**config.mk**
```make
export PLATFORM = sky130hd
export DESIGN_NAME = regbank_arb
export DESIGN_NICKNAME = d
export VERILOG_FILES = /design/src/rtl/regbank_pkg.sv /design/src/rtl/regbank_arb_rr_arbiter.sv /design/src/rtl/regbank_arb.sv
export SDC_FILE = /design/constraint.sdc
export NUM_CORES = 1
export LEC_CHECK = 0
export BUFFER_PORTS_ARGS = -buffer_cell sky130_fd_sc_hd__buf_2
export CORE_ASPECT_RATIO = 2
export CORE_MARGIN = 2
export CORE_UTILIZATION = 35
export DETAILED_ROUTE_END_ITERATION = 16
export PLACE_DENSITY_LB_ADDON = 0.12
export SLEW_MARGIN = 20
export SYNTH_ARGS = -nofsm -noshare
export SYNTH_HDL_FRONTEND = slang
export SYNTH_SLANG_ARGS = --single-unit
export TNS_END_PERCENT = 50
```
**constraint.sdc**
```tcl
create_clock -name clk_i -period 4.45 [get_ports clk_i]
set_input_delay 0.89 -clock clk_i [delete_from_list [all_inputs] [get_ports clk_i]]
set_output_delay 0.89 -clock clk_i [all_outputs]
set_load 0.1 [all_outputs]
```
**src/rtl/regbank_pkg.sv**
```systemverilog
// Shared helpers for the arbitrated register bank.
// Index-width helper and round-robin pointer increment.
package regbank_pkg;

    // Index width that never collapses to zero bits.
    function automatic int unsigned clog2_min1(
        input int unsigned n
    );
        return (n < 2) ? 1 : $clog2(n);
    endfunction

    // Next round-robin pointer after a grant to id, wrapping at n.
    function automatic int unsigned rr_next(
        input int unsigned id,
        input int unsigned n
    );
        return (id + 1 >= n) ? 0 : id + 1;
    endfunction

endpackage

```
**src/rtl/regbank_arb_rr_arbiter.sv**
```systemverilog
// Round-robin arbiter: one-hot grant, winner index, owns the pointer.
// Ports: clk_i, rst_n_i, req_i, en_i -> gnt_o, gnt_id_o.
module rr_arbiter
    import regbank_pkg::*;
#(
    parameter  int unsigned N  = 4,
    localparam int unsigned IW = clog2_min1(N)
) (
    input  logic          clk_i,
    input  logic          rst_n_i,
    input  logic [N-1:0]  req_i,
    input  logic          en_i,
    output logic [N-1:0]  gnt_o,
    output logic [IW-1:0] gnt_id_o
);

    logic [IW-1:0] ptr_q, ptr_d;
    logic [IW:0]   sum;
    logic [IW-1:0] idx;
    logic          found;

    // Scan from ptr_q, wrapping modulo N; first valid wins.
    always_comb begin
        gnt_o    = '0;
        gnt_id_o = '0;
        found    = 1'b0;
        sum      = '0;
        idx      = '0;
        for (int unsigned k = 0; k < N; k++) begin
            sum = {1'b0, ptr_q} + (IW+1)'(k);
            if (sum >= (IW+1)'(N)) begin
                sum = sum - (IW+1)'(N);
            end
            idx = sum[IW-1:0];
            if (en_i && !found && req_i[idx]) begin
                found      = 1'b1;
                gnt_o[idx] = 1'b1;
                gnt_id_o   = idx;
            end
        end
        ptr_d = ptr_q;
        if (found) begin
            ptr_d = IW'(rr_next(32'(gnt_id_o), N));
        end
    end

    always_ff @(posedge clk_i or negedge rst_n_i) begin
        if (!rst_n_i) begin
            ptr_q <= '0;
        end else begin
            ptr_q <= ptr_d;
        end
    end

endmodule

```
**src/rtl/regbank_arb.sv**
```systemverilog
// Register bank with round-robin arbitrated write port and a
// combinational read port. Ports: req_* write side, rd_* read side,
// gnt_id_o/gnt_vld_o grant status, err_o/err_clr_i sticky range error.
module regbank_arb
    import regbank_pkg::*;
#(
    parameter  int unsigned NUM_REQ    = 4,
    parameter  int unsigned NUM_REG    = 8,
    parameter  int unsigned DATA_WIDTH = 32,
    localparam int unsigned AW         = clog2_min1(NUM_REG),
    localparam int unsigned IW         = clog2_min1(NUM_REQ)
) (
    input  logic                          clk_i,
    input  logic                          rst_n_i,
    input  logic [NUM_REQ-1:0]            req_valid_i,
    output logic [NUM_REQ-1:0]            req_ready_o,
    input  logic [NUM_REQ*AW-1:0]         req_addr_i,
    input  logic [NUM_REQ*DATA_WIDTH-1:0] req_dat_i,
    input  logic [AW-1:0]                 rd_addr_i,
    output logic [DATA_WIDTH-1:0]         rd_dat_o,
    output logic [IW-1:0]                 gnt_id_o,
    output logic                          gnt_vld_o,
    output logic                          err_o,
    input  logic                          err_clr_i
);

    logic [AW-1:0]         wr_addr;
    logic [DATA_WIDTH-1:0] wr_dat;
    logic                  wr_oob;
    logic                  err_q, err_d;
    logic [DATA_WIDTH-1:0] ent [NUM_REG];

    rr_arbiter #(
        .N (NUM_REQ)
    ) u_arb (
        .clk_i    (clk_i),
        .rst_n_i  (rst_n_i),
        .req_i    (req_valid_i),
        .en_i     (1'b1),
        .gnt_o    (req_ready_o),
        .gnt_id_o (gnt_id_o)
    );

    assign gnt_vld_o = |req_valid_i;

    // Select the winner's address and data from the packed buses.
    always_comb begin
        wr_addr = '0;
        wr_dat  = '0;
        for (int unsigned i = 0; i < NUM_REQ; i++) begin
            if (req_ready_o[i]) begin
                wr_addr = req_addr_i[i*AW +: AW];
                wr_dat  = req_dat_i[i*DATA_WIDTH +: DATA_WIDTH];
            end
        end
    end

    assign wr_oob = (32'(wr_addr) >= NUM_REG);

    for (genvar r = 0; r < NUM_REG; r++) begin : g_ent
        logic                  ld;
        logic [DATA_WIDTH-1:0] ent_q;

        assign ld = gnt_vld_o & (wr_addr == AW'(r));

        always_ff @(posedge clk_i or negedge rst_n_i) begin
            if (!rst_n_i) begin
                ent_q <= '0;
            end else if (ld) begin
                ent_q <= wr_dat;
            end
        end

        assign ent[r] = ent_q;
    end

    // Out-of-range read addresses fall through to zero.
    always_comb begin
        rd_dat_o = '0;
        for (int unsigned r = 0; r < NUM_REG; r++) begin
            if (rd_addr_i == AW'(r)) begin
                rd_dat_o = ent[r];
            end
        end
    end

    // A new error wins over a clear in the same cycle.
    always_comb begin
        err_d = err_q;
        if (err_clr_i) begin
            err_d = 1'b0;
        end
        if (gnt_vld_o && wr_oob) begin
            err_d = 1'b1;
        end
    end

    always_ff @(posedge clk_i or negedge rst_n_i) begin
        if (!rst_n_i) begin
            err_q <= 1'b0;
        end else begin
            err_q <= err_d;
        end
    end

    assign err_o = err_q;

endmodule

```
==> metrics.csv <==
stage,metric,value,unit
status,outcome,completed,
worst_hold_path,holdCritPathClass,input pin to async pin,
logic_synthesis,syn-num-nets,1249,
sta,fmax,237,MHz
layout,drive_gt1_frac,0.354,
sta,period_minus_slack,4220,ps
logic_synthesis,syn-cell-area,13400,um^2
logic_synthesis,avgSynthCellArea,12.3,um^2
critical_path,path_buf_inv,4,
detailed_routing,route.detailed.drc,0,
sta,rsz0062_at_grt,no,
grt,antenna_found_initial,0,
layout,n_antenna_cell,0,
detailed_routing,drt_iter0_drc,356,
floorplanning,start_util,0.354,
logic_synthesis,yosys.area.top_type,dfrtp_1,
logic_synthesis,synth_edf_count,0,
detailed_routing,routed_via_density,5.43,
logic_synthesis,yosysMostFrequentCell,dfrtp_1,
logic_synthesis,yosys_register_bits,258,
detailed_routing,drt-total-wl,38100,um
detailed_routing,first_pass_iters,4,
logic_synthesis,synth_flop_cell,dfrtp_1,
grt,grt_pass1_wl,59200,um
floorplanning,io_pins,190,
grt,grt_start_max_net_pins,123,
critical_path,endpoint_kind,output port,
clock_tree,path_clk_slew,70,ps
logic_synthesis,seq_area_frac_synth,0.481,
critical_path,cp_max_fo,17,
logic_synthesis,synth.distinct_cells,51,
clock_tree,htree_levels,1,
sta,post-route-period-util,0.947,
sta,whs,449,ps
floorplanning,fp.coreArea,37900,um^2
critical_path,crit_arrival,3330,ps
logic_synthesis,yosys-top-cells-area,"dfrtp_1, mux2_1, mux2_2, mux4_2, a221oi_1",
placed_design,port_buffers,187,
critical_path,critPathLaunchType,register,
critical_path,crit_path_max_incr_delay,630,ps
clock_tree,worstSkewPairLatency,530,ps
detailed_routing,wl_per_cell,21.8,um
placed_design,hpwl,25300,um
floorplanning,die_area,40000,um^2
grt,grt_pass1_vias,10054,
logic_synthesis,yosysWarnings,0,
sta,slew_headroom,0.270,
layout,fillerInstances,3603,
flow_run,drv_cap,0,
logic_synthesis,synth_commonest_cells,"dfrtp_1, mux2_1, mux2_2",
detailed_routing,via_count,9503,
clock_tree,clk_path_buf_depth,3,
placed_design,gp_congestion,0.788,
floorplanning,rows,101,
logic_synthesis,synth_cells,1092,
sta,drv_slew,0,
sta,finalSetupViolations,0,
clock_tree,cts_root_buffer,clkbuf_16,
floorplanning,die_y,281,um
sta,worstMarginPinSlew,1090,ps
grt,grt_overflow,0,
critical_path,crit_family,buffers and inverters,
clock_tree,cts_made_buffers,24,
detailed_routing,postRouteAntennaNets,0,
floorplanning,die_w,142,um
clock_tree,clkSinkCount,258,
layout,synthToLayoutAreaGrowth,21.3,%
logic_synthesis,async_reset_ff_frac,1.00,
sta,hold_violations,0,
clock_tree,cts_tree,built,
critical_path,crit_required,3560,ps
logic_synthesis,synth.top_cell.area_share,0.481,
critical_path,timing_worst_setup_path_type,register to output port,
grt,track_usage,0.194,
layout,layout.nets,1428,
critical_path,cp_cell_sequence,"inv_1, ha_2, mux4_2, nor2_1, a31oi_1, and2_2, inv_2, buf_4, buf_12",
sta,clock-skew-final,8.79,ps
critical_path,slowest_stage,mux4_2,
==> layer usage <==
layer  share of wire  wire length (um)  up-vias  track usage
li1                -                 -     4408            -
met1            0.41             15800     4837        0.241
met2            0.53             20100      216        0.356
met3           0.039              1500       42       0.0170
met4           0.021               798        0       0.0508
met5               0                 0        -            0
==> kinds of logic after synthesis <==
family / count (synthesis) / synth area share
mux: 333 / 0.298
flops: 258 / 0.481
compound gates: 199 / 0.112
simple gates: 192 / 0.0661
buf+inv: 100 / 0.0340
fa+ha+maj: 7 / 0.00652
xor+xnor: 2 / 0.00130
other cells: 1 / 0.000279
==> area by class of cell <==
class	count	area (um^2)	area share
clock buffers	34	729	0.0448
clock inverters	8	71.3	0.00438
inverters	13	48.8	0.00300
multi-input cells	734	6590	0.404
flip-flops and latches	258	6460	0.396
well taps	463	579	0.0356
repair buffers	240	1820	0.112
==> registers in the layout, summed over array words and instances, names as in the netlist, named ones only <==
signal,count
u_arb.ptr_q,1
g_ent.ent_q,256
==> through the flow <==
stage	cells	setup TNS [ps]	setup WS [ps]	util	instance area, um^2
after floorplan	1092	-2050	-886	-	13400
after global placement	1707	0	120	0.408	15500
after detailed placement	1707	0	134	0.408	15500
after CTS	1749	0	71.1	0.429	16300
after global routing	1750	0	23.8	0.430	16300
final	1750	0	234	0.430	16300
==> path summary, 6_finish.rpt <==
check                                         from  depth (start not counted)  slack, ps            endpoint
worst max-delay path                u_arb.ptr_q[1]                          9        230      req_ready_o[2]
worst min-delay path                       rst_n_i                          1        450  g_ent[1].ent_q[27]
worst max register to register      u_arb.ptr_q[1]                         12        300   g_ent[6].ent_q[2]
worst min register to register  g_ent[4].ent_q[24]                          1        480  g_ent[4].ent_q[24]
max in group asynchronous                  rst_n_i                          2       2960  g_ent[5].ent_q[10]
min in group clk_i              g_ent[4].ent_q[24]                          1        480  g_ent[4].ent_q[24]
==> cell usage in the layout (no fill, tap or decap), drive strengths merged, types with 3 or more instances in the layout <==
| master | n |
|---|---|
| a221oi | 40 |
| o221ai | 7 |
| nand2b | 10 |
| o21ai | 34 |
| o22ai | 9 |
| a22oi | 27 |
| nand3 | 5 |
| a31oi | 18 |
| clkbuf | 34 |
| mux2i | 20 |
| mux4 | 25 |
| dfrtp | 258 |
| ha | 7 |
| o31ai | 34 |
| nand2 | 68 |
| clkinv | 6 |
| and3 | 4 |
| nor2 | 77 |
| a2111oi | 3 |
| nor3 | 15 |
| and2 | 6 |
| buf | 240 |
| a21oi | 14 |
| mux2 | 288 |
| nor2b | 5 |
| a211oi | 3 |
| inv | 13 |
==> repair_timing <==
action	CTS	global route
hold endpoints to repair	0	0
gates resized for setup	0	1
hold buffers	0	0
setup endpoints to repair	0	6
setup buffers	0	1
Power is left out: the tool's default activity adds up to more than one toggle a clock period on the data nets, which glitch-free logic cannot reach.
